$ cat config.mk
export PLATFORM = sky130hd
export DESIGN_NAME = alu_exec_stage
export DESIGN_NICKNAME = d
export VERILOG_FILES = /design/src/rtl/alu_exec_stage_pkg.sv /design/src/rtl/alu_exec_stage_alu_core.sv /design/src/rtl/alu_exec_stage.sv
export SDC_FILE = /design/constraint.sdc
export NUM_CORES = 1
export LEC_CHECK = 0
export BUFFER_PORTS_ARGS = -buffer_cell sky130_fd_sc_hd__buf_2
export CORE_ASPECT_RATIO = 0.9
export CORE_UTILIZATION = 50
export CTS_BUF_LIST = sky130_fd_sc_hd__clkbuf_4 sky130_fd_sc_hd__clkbuf_8
export CTS_CLUSTER_SIZE = 10
export DETAILED_ROUTE_END_ITERATION = 8
export PLACE_DENSITY = 0.71
export SLEW_MARGIN = 25
export SYNTH_ARGS = -nofsm -noshare
export SYNTH_HDL_FRONTEND = slang
export SYNTH_HIERARCHICAL = 1
export SYNTH_SLANG_ARGS = --single-unit
$ cat constraint.sdc
create_clock -name clk -period 5.9 [get_ports clk]
set_input_delay 1.18 -clock clk [delete_from_list [all_inputs] [get_ports clk]]
set_output_delay 1.18 -clock clk [all_outputs]
set_load 0.03 [all_outputs]
$ cat src/rtl/alu_exec_stage_pkg.sv
`default_nettype none
// ============================================================================
// Module      : alu_exec_stage_pkg
// Description : Shared definitions for the ALU execute stage: ALU_Control
//               codes, stage state encoding and the per-entry flag struct.
//               Optional macro ALU_EXEC_OVF_EN adds a signed-overflow flag.
// Revision    : 1.0 - initial release
// ============================================================================
package alu_exec_stage_pkg;

  // ALU_Control codes as produced by the upstream ALU controller
  localparam logic [1:0] ALU_ADD = 2'b00;
  localparam logic [1:0] ALU_AND = 2'b01;
  localparam logic [1:0] ALU_OR  = 2'b10;
  localparam logic [1:0] ALU_SUB = 2'b11;

  // Occupancy of the main (M) and skid (S) entries
  typedef enum logic [1:0] {
    ST_EMPTY = 2'b00,  // M invalid, S invalid
    ST_ONE   = 2'b01,  // M valid,   S invalid
    ST_FULL  = 2'b10   // M valid,   S valid
  } stage_state_e;

  // Status bits stored alongside each buffered result. The result field
  // itself depends on WIDTH, so the full entry is assembled in the stage.
  typedef struct packed {
`ifdef ALU_EXEC_OVF_EN
    logic overflow;
`endif
    logic zero;
  } alu_flags_t;

endpackage : alu_exec_stage_pkg
`default_nettype wire

$ cat src/rtl/alu_exec_stage_alu_core.sv
`default_nettype none
// ============================================================================
// Module      : alu_core
// Description : Combinational ALU: add / and / or / sub modulo 2^WIDTH with
//               zero detect on the truncated result. With ALU_EXEC_OVF_EN
//               defined it also flags two's-complement overflow.
// Revision    : 1.0 - initial release
// ============================================================================
module alu_core
  import alu_exec_stage_pkg::*;
#(
  parameter int WIDTH = 32
) (
  input  logic [1:0]       alu_ctrl,
  input  logic [WIDTH-1:0] operand_a,
  input  logic [WIDTH-1:0] operand_b,
  output logic [WIDTH-1:0] result,
  output alu_flags_t       flags
);

  logic [WIDTH-1:0] sum;
  logic [WIDTH-1:0] diff;

  // Carry and borrow fall off the top: both are plain WIDTH-bit operations
  assign sum  = operand_a + operand_b;
  assign diff = operand_a - operand_b;

  // Operation select and flag generation from the truncated result
  always_comb begin
    result = sum;
    flags  = '0;
    unique case (alu_ctrl)
      ALU_ADD: result = sum;
      ALU_AND: result = operand_a & operand_b;
      ALU_OR:  result = operand_a | operand_b;
      ALU_SUB: result = diff;
      default: result = sum;
    endcase

    flags.zero = (result == '0);

`ifdef ALU_EXEC_OVF_EN
    // Signed overflow: operands agree (add) or disagree (sub) in sign and
    // the result sign differs from operand_a
    unique case (alu_ctrl)
      ALU_ADD: flags.overflow = (operand_a[WIDTH-1] == operand_b[WIDTH-1]) &&
                                (result[WIDTH-1]    != operand_a[WIDTH-1]);
      ALU_SUB: flags.overflow = (operand_a[WIDTH-1] != operand_b[WIDTH-1]) &&
                                (result[WIDTH-1]    != operand_a[WIDTH-1]);
      default: flags.overflow = 1'b0;
    endcase
`endif
  end

endmodule : alu_core
`default_nettype wire

$ cat src/rtl/alu_exec_stage.sv
`default_nettype none
// ============================================================================
// Module      : alu_exec_stage
// Description : Registered ALU execute stage with valid/ready on both sides,
//               one-cycle latency and a 2-entry skid buffer so in_ready is a
//               flop output independent of out_ready.
//               Optional macro ALU_EXEC_OVF_EN adds the overflow output.
// Revision    : 1.0 - initial release
// ============================================================================
module alu_exec_stage
  import alu_exec_stage_pkg::*;
#(
  parameter int WIDTH = 32
) (
  input  logic             clk,
  input  logic             reset,
  input  logic             in_valid,
  output logic             in_ready,
  input  logic [1:0]       ALU_Control,
  input  logic [WIDTH-1:0] operand_a,
  input  logic [WIDTH-1:0] operand_b,
  output logic             out_valid,
  input  logic             out_ready,
  output logic [WIDTH-1:0] result,
  output logic             zero
`ifdef ALU_EXEC_OVF_EN
  ,
  output logic             overflow
`endif
);

  typedef struct packed {
    logic [WIDTH-1:0] result;
    alu_flags_t       flags;
  } entry_t;

  stage_state_e state_q, state_d;
  entry_t       m_q, m_d;         // main entry, drives the outputs
  entry_t       s_q, s_d;         // skid entry, absorbs one result under stall
  logic         in_ready_q, in_ready_d;
  logic         out_valid_q, out_valid_d;

  entry_t       new_entry;
  logic         accept;
  logic         xfer_out;

  // Compute happens ahead of the buffer so every entry is already final
  alu_core #(
    .WIDTH (WIDTH)
  ) u_alu_core (
    .alu_ctrl  (ALU_Control),
    .operand_a (operand_a),
    .operand_b (operand_b),
    .result    (new_entry.result),
    .flags     (new_entry.flags)
  );

  assign accept   = in_valid    & in_ready_q;
  assign xfer_out = out_valid_q & out_ready;

  // Next-state and entry movement; handshake flags follow the next state
  always_comb begin
    state_d = state_q;
    m_d     = m_q;
    s_d     = s_q;

    unique case (state_q)
      ST_EMPTY: begin
        if (accept) begin
          m_d     = new_entry;
          state_d = ST_ONE;
        end
      end
      ST_ONE: begin
        if (accept && xfer_out) begin
          m_d = new_entry;
        end else if (accept) begin
          s_d     = new_entry;
          state_d = ST_FULL;
        end else if (xfer_out) begin
          state_d = ST_EMPTY;
        end
      end
      ST_FULL: begin
        // in_ready_q is low here, so accept cannot occur
        if (xfer_out) begin
          m_d     = s_q;
          state_d = ST_ONE;
        end
      end
      default: begin
        state_d = ST_EMPTY;
      end
    endcase

    in_ready_d  = (state_d != ST_FULL);
    out_valid_d = (state_d != ST_EMPTY);
  end

  // State, storage and handshake registers with synchronous reset
  always_ff @(posedge clk) begin
    if (reset) begin
      state_q     <= ST_EMPTY;
      m_q         <= '0;
      s_q         <= '0;
      in_ready_q  <= 1'b1;
      out_valid_q <= 1'b0;
    end else begin
      state_q     <= state_d;
      m_q         <= m_d;
      s_q         <= s_d;
      in_ready_q  <= in_ready_d;
      out_valid_q <= out_valid_d;
    end
  end

  assign in_ready  = in_ready_q;
  assign out_valid = out_valid_q;
  assign result    = m_q.result;
  assign zero      = m_q.flags.zero;
`ifdef ALU_EXEC_OVF_EN
  assign overflow  = m_q.flags.overflow;
`endif

endmodule : alu_exec_stage
`default_nettype wire

==> impl_metrics.json, run 1 <==
{
  "vias": 7050,
  "std_cell_rows": 40,
  "hold_viol": 0,
  "tightest_slew_ns": 1.02,
  "outcome": "complete, no violations",
  "yosysWarnings": 6,
  "hold_path_class": "register to register",
  "finalCoreUtilization_pct": 57.9,
  "cp-start-kind": "input port",
  "die_area_um2": 14700,
  "numClockSinks": 70,
  "grt_pass1_wl_mm": 32.8,
  "cts_made_buffers": 9,
  "worstPathRequired_ns": 6.17,
  "fillers": 1318,
  "rsz0062_at_grt": "no",
  "drt-wirelength-per-cell_um": 17.4,
  "slowest_stage": "or4b_2",
  "slew_violations": 0,
  "setup_tns_ns": 0,
  "p_leak_nw": 3.36,
  "start_util_pct": 52.1,
  "syn_inst": 875,
  "cp_cell_sequence": "buf_2 -> nor4_1 -> buf_4 -> and4_1 -> nor2b_1 -> a21oi_1 -> xnor2_1 -> ha_1 -> a21o_1 -> a21o_1 -> a21o_1 -> a2111o_1 -> a211oi_1 -> mux2i_1 -> a32oi_1 -> or4b_2 -> nor3_2 -> mux2i_1 -> a211oi_2",
  "antenna_cells": 0,
  "layout_common_cells": "104 x buf_2, 92 x a21oi_1, 70 x dfxtp_1, 58 x a211oi_2, 57 x o21ai_0",
  "die_y_um": 115,
  "drt_iter0_drc": 479,
  "drc": 0,
  "first_global_vias": 6582,
  "critPathTopFamily": "simple AND/OR/NAND/NOR gates",
  "clk_pin_slew_ns": 0.07,
  "drive_gt1_share_pct": 24.7,
  "numPortBuffers": 104,
  "overflow": 0,
  "via_per_inst": 6.17,
  "antenna_found_initial": 0,
  "slew_headroom_pct": 31.9,
  "worstSkewPairLatency_ns": 0.35,
  "power_mw": 1.92,
  "syn-cell-area_um2": 7090,
  "synth_ff_type": "dfxtp_1",
  "crit_top_cell": "a21o_1",
  "clock_path_buffers": 2,
  "io_pins": 105,
  "ys_ff_latch": 70,
  "p_per_area_nw_per_um2": 244,
  "syn_area_per_cell_um2": 8.11,
  "yosysUniqueCellTypes": 84,
  "path_class": "input port to register",
  "htree_levels": 3,
  "cp.arrival_ns": 5.78,
  "grt_usage_pct": 27.6,
  "gp_congestion": 0.910,
  "final_common_cell": "buf_2",
  "fin_crit_ns": 5.51,
  "drv_cap": 0,
  "grt_start_max_net_pins": 71,
  "fmax_ghz": 0.181,
  "cts_tree": "yes",
  "synthToLayoutAreaGrowth_pct": 11.1,
  "die_x_um": 128,
  "cts_root_buf": "clkbuf_8",
  "seq_area_frac_synth_pct": 19.8,
  "dr.pass1.iters": 5,
  "cp_num_buf_inv": 2,
  "wirelength_mm": 19.9,
  "hold_buffers": 0,
  "synth_nets": 983,
  "synth_edf_count": 0,
  "crit_fanout": 6,
  "dpl.hpwl_mm": 14.3,
  "async_flop_share_pct": 0,
  "irDropWorstVdd_mv": 0.168,
  "antenna_left": 0,
  "finalSetupViolCount": 0,
  "core_area_um2": 13600,
  "endpoint_kind": "register",
  "cp_slowest_stage_delay_ns": 0.61,
  "finalCritPeriodShare_pct": 93.4,
  "fin_nets": 1056,
  "fin_worst_skew_ns": 0.00852
}
-- cells by family after synthesis --
group / synth area share (%)
AO/OA/AOI/OAI: 38.7
XOR/XNOR: 5.54
adder cells (fa/ha/maj): 6.81
buffers and inverters: 6.97
flip-flops: 19.8
multiplexers: 5.24
AND/OR/NAND/NOR: 17.0
-- synth_stat cells (6+ instances only) --
cell type | number | area, um2
a211oi_2 | 58 | 726
nor2_1 | 53 | 199
and3_1 | 7 | 43.8
dfxtp_1 | 70 | 1400
a22oi_1 | 7 | 52.6
buf_6 | 17 | 191
nand4_1 | 7 | 43.8
xor2_1 | 7 | 61.3
a21oi_1 | 93 | 465
buf_2 | 9 | 45.0
a211oi_1 | 17 | 128
a21o_1 | 37 | 278
a221oi_1 | 19 | 166
o21a_1 | 6 | 45.0
ha_1 | 37 | 463
o21ai_1 | 6 | 30.0
o21ai_0 | 57 | 285
a31oi_1 | 8 | 50.1
nand2_1 | 49 | 184
xnor2_1 | 36 | 315
nor3_1 | 16 | 80.1
inv_1 | 17 | 63.8
nor4_1 | 10 | 62.6
clkbuf_1 | 34 | 128
mux2i_1 | 36 | 360
buf_4 | 6 | 45.0
nand3_1 | 47 | 235
or3_1 | 7 | 43.8
-- power breakdown --
part	internal [mW]	switching, mW	total [mW]
registers	0.523	0.0332	0.556
logic	0.371	0.597	0.968
clock network	0.221	0.179	0.400
total	1.11	0.809	1.92
-- layout make-up --
type	instances	area [um2]	share of cell area, %
Multi-Input combinational cell	717	5220	66.2
Clock inverter	4	45.0	0.572
Inverter	17	63.8	0.810
Sequential cell	70	1400	17.8
Clock buffer	12	159	2.02
Timing Repair Buffer	133	758	9.62
Tap cell	189	236	3.00
-- worst register-to-register path, cell delays in order, from the launching register on --
cell and delay (ns):
dfxtp_1 0.37, and3b_2 0.59, buf_4 0.61, nand2_1 0.16, a221o_1 0.33
-- worst paths after layout --
kind / cells past startpoint / endpoint / slack [ns] / startpoint
setup / recovery: 19 / zero / 0.39 / operand_b[4]
setup reg to reg: 4 / in_ready / 3.74 / state_q[1]
hold reg to reg: 2 / s_q[7] / 0.48 / s_q[7]
hold / removal: 2 / s_q[7] / 0.48 / s_q[7]
-- routing by layer --
layer	vias to the layer above	GRT usage (%)	share of wire (%)
li1	3496	-	-
met1	3348	35.1	46
met2	172	48.3	48
met3	34	4.23	3.3
met4	0	8.33	2.6
met5	-	0	0
-- flip-flops by register name, indices dropped and copies added (netlist names) --
register and flops:
s_q 33, result 32, state_q 2, zero 1
out_valid 1, in_ready 1
-- per-stage QoR --
stage          hold slack (ns)  worst slack [ns]  instances  instance area (um2)
2_1_floorplan            0.453             0.550        875                 7090
3_3_place_gp             0.460             0.143       1125                 7640
3_5_place_dp             0.466            0.0853       1125                 7640
4_1_cts                  0.477             0.431       1141                 7850
5_1_grt                  0.497           0.00195       1142                 7880
6_report                 0.476             0.390       1142                 7880
-- what timing repair did --
item                                    CTS  global route
endpoints found under the setup margin    0             1
gates resized for setup                   0             1
hold endpoints to repair                  0             0
setup buffers                             0             0
Note: power is estimated with default switching activity, not from simulation.
==> run 2, diff against run 1 <==
--- a/config.mk
+++ b/config.mk
@@ -11,7 +11,7 @@
 export CTS_BUF_LIST = sky130_fd_sc_hd__clkbuf_4 sky130_fd_sc_hd__clkbuf_8
 export CTS_CLUSTER_SIZE = 10
 export DETAILED_ROUTE_END_ITERATION = 8
-export PLACE_DENSITY = 0.71
+export PLACE_DENSITY = 0.74
 export SLEW_MARGIN = 25
 export SYNTH_ARGS = -nofsm -noshare
 export SYNTH_HDL_FRONTEND = slang
==> constraint.sdc (replaced) <==
create_clock -name clk -period 5 [get_ports clk]
set_input_delay 1 -clock clk [delete_from_list [all_inputs] [get_ports clk]]
set_output_delay 1 -clock clk [all_outputs]
set_load 0.03 [all_outputs]
==> run 2 against run 1 <==
  * Clock skew decreased by 0.0011 ns
  * Total power increased by 23%
  * Critical path type unchanged
  * Critical endpoint unchanged
  * Die area unchanged
  * Global-route usage increased by 0.70 points
  * Wire length increased by 3.5%
  * Critical path depth decreased by 1
==> impl_metrics.json, run 2 (synthesized netlist as in run 1, its figures left out) <==
{
  "outcome": "complete, no violations",
  "p_comb_share_pct": 55.6,
  "drc": 0,
  "htree_levels": 3,
  "layout_common_cells": "132 x buf_4, 103 x buf_2, 89 x a21oi_1, 70 x dfxtp_1, 59 x a211oi_2",
  "p_leak_nw": 3.92,
  "place_area_um2": 8450,
  "cts_made_buffers": 9,
  "finalInstanceArea_um2": 8810,
  "die_area_um2": 14700,
  "drt-wirelength-per-cell_um": 16.5,
  "finalCritPeriodShare_pct": 99.2,
  "rsz0062_at_grt": "yes",
  "grt_start_max_net_pins": 51,
  "finalSetupViolCount": 0,
  "hold_viol": 0,
  "drive_gt1_share_pct": 34.0,
  "dr.pass1.iters": 7,
  "fin_crit_ns": 4.96,
  "worstSkewPairLatency_ns": 0.35,
  "slew_headroom_pct": 33.5,
  "largest_reg_flops": 33,
  "grt_pass1_wl_mm": 33.9,
  "numClockSinks": 70,
  "pwr-share-seq_pct": 27.7,
  "overflow": 0,
  "path_class": "input port to register",
  "crit_fanout": 4,
  "clock_path_buffers": 2,
  "synthToLayoutAreaGrowth_pct": 24.3,
  "die_x_um": 128,
  "hold_path_class": "register to register",
  "worstPathRequired_ns": 5.27,
  "dpl.hpwl_mm": 15.2,
  "io_pins": 105,
  "gp_congestion": 0.945,
  "first_global_vias": 7111,
  "power_mw": 2.36,
  "core_area_um2": 13600,
  "via_per_inst": 6.05,
  "numPortBuffers": 104,
  "cp.arrival_ns": 5.23,
  "met2WireLength_mm": 10.3,
  "slew_violations": 0,
  "switching_power_uw": 981,
  "fin_nets": 1162,
  "cp-start-kind": "input port",
  "fmax_ghz": 0.202,
  "endpoint_kind": "register",
  "p_per_area_nw_per_um2": 268,
  "cts_root_buf": "clkbuf_8",
  "highest_layer": "met4",
  "largest-register": "s_q",
  "intPower_mw": 1.38,
  "wirelength_mm": 20.6,
  "antenna_cells": 0,
  "irDropWorstVdd_mv": 0.166,
  "clk_pin_slew_ns": 0.06,
  "fillers": 1227,
  "wl_met3_um": 741,
  "hold_buffers": 0,
  "std_cell_rows": 40,
  "p_sw_share_pct": 41.5,
  "cts_tree": "yes",
  "wl_met1_mm": 8.99,
  "antenna_left": 0,
  "drt_iter0_drc": 554,
  "antenna_found_initial": 0,
  "die_y_um": 115,
  "fin_worst_skew_ns": 0.00742,
  "drv_cap": 0,
  "final_common_cell": "buf_4",
  "start_util_pct": 52.1,
  "pwr-share-clk_pct": 16.7,
  "tightest_slew_ns": 0.998,
  "grt_usage_pct": 28.3,
  "vias": 7534
}
## run 2: cell count changes in the layout (fill, tap and decap cells not counted), sizes merged
cell,delta
bufinv,-1
clkbuf,-1
clkinv,-1
buf,+106
## run 2: repair_timing
item,4_1_cts,5_1_grt
buffers inserted,0,6
endpoints found under the setup margin,2,4
gates cloned,0,0
gates resized for setup,2,27
pin swaps,0,19
endpoints found under the hold margin,0,0
## run 2: per-layer routing
metal	up-vias	track usage [%]
li1	3705	-
met1	3601	33.8
met2	186	52.1
met3	42	3.96
met4	0	9.84
met5	-	0
## run 2: critical path, stage by stage
cell and delay, ns:
buf_6 0.09, or4_4 0.52, or3_4 0.40, nor2_4 0.16, a21oi_2 0.07, xnor2_1 0.13
ha_1 0.31, a21o_1 0.22, a21o_1 0.17, a21o_1 0.19, a2111o_1 0.42, a211oi_2 0.22
mux2i_1 0.11, a32oi_1 0.18, or4b_4 0.49, nor3_4 0.21, mux2i_1 0.11, a211oi_2 0.23
## run 2: worst paths after layout
path / from / endpoint / slack, ns / depth (start not counted)
setup / recovery: operand_b[14] / zero / 0.04 / 18
hold / removal: s_q[6] / s_q[6] / 0.47 / 2
setup reg to reg: state_q[1] / result[0] / 2.75 / 4
hold reg to reg: s_q[6] / s_q[6] / 0.47 / 2
## run 2: area by class of cell
cell class                      count  area, um2  area share, %
Inverter                           17       63.8          0.724
Clock inverter                      2       10.0          0.114
Multi-Input combinational cell    717       5390           61.2
Sequential cell                    70       1400           15.9
Clock buffer                       11        151           1.72
Timing Repair Buffer              239       1560           17.7
Tap cell                          189        236           2.68
## run 2: power groups by stage
stage | registers, mW | logic [mW] | clock network [mW]
2_1_floorplan | 0.744 | 0.782 | 0
3_3_place_gp | 0.664 | 1.26 | 0
3_5_place_dp | 0.666 | 1.27 | 0
4_1_cts | 0.654 | 1.28 | 0.404
5_1_grt | 0.661 | 1.43 | 0.428
6_report | 0.654 | 1.31 | 0.394
## run 2: per-stage QoR
step	hold WS (ns)	cells	setup WS, ns	utilization (%)	TNS [ns]
final	0.475	1245	0.0384	64.7	0
after global routing	0.491	1245	-0.170	64.7	-0.271
after CTS	0.475	1239	0.00704	63.4	0
after detailed placement	0.466	1226	-0.511	62.1	-1.31
after global placement	0.459	1226	-0.422	62.1	-0.991
after floorplan	0.453	875	-0.00317	-	-0.00317
==> run 3, diff against run 2 <==
--- a/config.mk
+++ b/config.mk
@@ -11,7 +11,7 @@
 export CTS_BUF_LIST = sky130_fd_sc_hd__clkbuf_4 sky130_fd_sc_hd__clkbuf_8
 export CTS_CLUSTER_SIZE = 10
 export DETAILED_ROUTE_END_ITERATION = 8
-export PLACE_DENSITY = 0.74
+export PLACE_DENSITY_LB_ADDON = 0.15
 export SLEW_MARGIN = 25
 export SYNTH_ARGS = -nofsm -noshare
 export SYNTH_HDL_FRONTEND = slang
==> run 3 against run 2 <==
  * Worst setup slack improved by 0.082 ns
  * Critical path depth unchanged
  * Utilization about the same
  * Worst hold slack got worse by 0.00061 ns
  * Non-clock buffer count decreased by 5
  * First-iteration DRC count increased by 7.6%
  * Critical endpoint unchanged
  * Largest cell class unchanged
==> impl_metrics.json, run 3 (synthesized netlist as in run 1, its figures left out) <==
{
  "cp_cell_sequence": "buf_6 -> or4_4 -> or3_4 -> nor2b_4 -> a21oi_1 -> xnor2_1 -> ha_1 -> a21o_1 -> a21o_1 -> a21o_1 -> a2111o_1 -> a211oi_2 -> mux2i_1 -> a32oi_1 -> or4b_4 -> nor3_4 -> mux2i_1 -> a211oi_2",
  "place_ws_ns": -0.335,
  "rsz0062_at_grt": "yes",
  "core_area_um2": 13600,
  "hold_viol": 0,
  "pwr-share-clk_pct": 20.8,
  "r2r_cells": 4,
  "crit_top_cell": "a21o_1",
  "worstSkewPairLatency_ns": 0.36,
  "dr.pass1.iters": 5,
  "power_mw": 2.48,
  "cts_made_buffers": 9,
  "p_sw_share_pct": 40.1,
  "start_util_pct": 52.1,
  "drive_gt1_share_pct": 33.6,
  "fin_worst_skew_ns": 0.00760,
  "r2r-end": "result[5]",
  "fmax_ghz": 0.205,
  "clk_pin_slew_ns": 0.07,
  "crit_start": "operand_b[16]",
  "clock_path_buffers": 2,
  "largest-register": "s_q",
  "stdcell_count": 1242,
  "io_pins": 105,
  "vias": 7412,
  "cp.arrival_ns": 5.16,
  "min_delay_worst_endpoint": "s_q[2]",
  "grt_usage_pct": 28.9,
  "drv_cap": 0,
  "die_area_um2": 14700,
  "grt_start_max_net_pins": 53,
  "grt_pass1_wl_mm": 34.3,
  "numClockSinks": 70,
  "fin_crit_ns": 4.88,
  "via_per_inst": 5.97,
  "first_global_vias": 7179,
  "die_x_um": 128,
  "dp.cells": 1222,
  "wirelength_mm": 20.8,
  "numPortBuffers": 104,
  "p_leak_nw": 3.89,
  "irDropWorstVdd_mv": 0.165,
  "cts_tree": "yes",
  "worstPathRequired_ns": 5.28,
  "endpoint_kind": "register",
  "p_comb_share_pct": 52.8,
  "synthToLayoutAreaGrowth_pct": 24.3,
  "drc": 0,
  "dpl.hpwl_mm": 15.4,
  "antenna_cells": 0,
  "hold_path_class": "register to register",
  "path_class": "input port to register",
  "finalCoreUtilization_pct": 64.8,
  "htree_levels": 3,
  "pwr-share-seq_pct": 26.4,
  "intPower_mw": 1.49,
  "hold_depth": 2,
  "hp-start": "s_q[2]",
  "r2r_slack_ns": 2.77,
  "tightest_slew_ns": 1.01,
  "finalSetupViolCount": 0,
  "gp_congestion": 0.949,
  "std_cell_rows": 40,
  "cts_root_buf": "clkbuf_8",
  "hold_ws_ns": 0.474,
  "outcome": "complete, no violations",
  "setup_slack_ns": 0.121,
  "slew_headroom_pct": 32.6,
  "layout_common_cells": "129 x buf_4, 103 x buf_2, 89 x a21oi_1, 70 x dfxtp_1, 59 x a211oi_2",
  "die_y_um": 115,
  "largest_reg_flops": 33,
  "crit_fanout": 4,
  "fin_nets": 1157,
  "final_common_cell": "buf_4",
  "slew_violations": 0,
  "finalCritPeriodShare_pct": 97.6,
  "p_per_area_nw_per_um2": 281,
  "drt_iter0_drc": 596,
  "drt-wirelength-per-cell_um": 16.7,
  "slowest_stage": "or4_4",
  "switching_power_uw": 995,
  "antenna_found_initial": 0,
  "cp-start-kind": "input port",
  "cp_slowest_stage_delay_ns": 0.52,
  "r2r-start": "state_q[1]",
  "overflow": 0,
  "antenna_left": 0
}
-- run 3: cell types whose count changed in the layout (fill, tap and decap cells not counted), sizes merged --
cell	before	now
buf	239	234
bufinv	0	2
-- run 3: power groups by stage --
stage	registers, mW	clock network [mW]	logic (mW)
6_report	0.655	0.516	1.31
5_1_grt	0.662	0.545	1.43
4_1_cts	0.655	0.523	1.28
3_5_place_dp	0.668	0	1.27
3_3_place_gp	0.665	0	1.26
2_1_floorplan	0.744	0	0.782
-- run 3: area by class of cell --
| class | instances | area [um2] |
|---|---|---|
| sequential | 70 | 1400 |
| clock buffer | 11 | 151 |
| timing repair buffer | 234 | 1520 |
| clock inverter | 4 | 70.1 |
| inverter | 17 | 63.8 |
| multi-input combinational | 717 | 5380 |
| fill | 1272 | 4800 |
| tap | 189 | 236 |
-- run 3: per-layer routing --
metal / routed length (um) / track usage, %
met1: 9210 / 35.6
met2: 9930 / 49.8
met3: 757 / 4.70
met4: 869 / 13.0
met5: 0 / 0
-- run 3: repair_timing --
item                       in CTS  in global routing
buffers inserted                0                  5
resized for setup               0                 23
hold buffers                    0                  0
setup endpoints to repair       0                  2
-- run 3: worst max-delay path by stage --
| stage | to | cells past startpoint | slack [ns] |
|---|---|---|---|
| after CTS | zero | 19 | 0.03 |
| final | zero | 18 | 0.12 |
| after floorplan | zero | 17 | -0.003 |
| after global routing | zero | 20 | -0.12 |
| after detailed placement | zero | 19 | -0.34 |
| after global placement | zero | 18 | -0.26 |
-- run 3: through the flow --
| step | cell area (um2) | setup TNS, ns |
|---|---|---|
| 6_report | 8820 | 0 |
| 5_1_grt | 8820 | -0.159 |
| 4_1_cts | 8650 | 0 |
| 3_5_place_dp | 8430 | -0.612 |
| 3_3_place_gp | 8420 | -0.458 |
| 2_1_floorplan | 7130 | -0.00317 |
-- run 3: critical path: cells and delay by family --
family	cells	cell delay, ns
buf+inv	1	0.09
compound gates	8	1.73
simple gates	5	1.78
fa+ha+maj	1	0.19
mux	2	0.22
xor+xnor	1	0.14
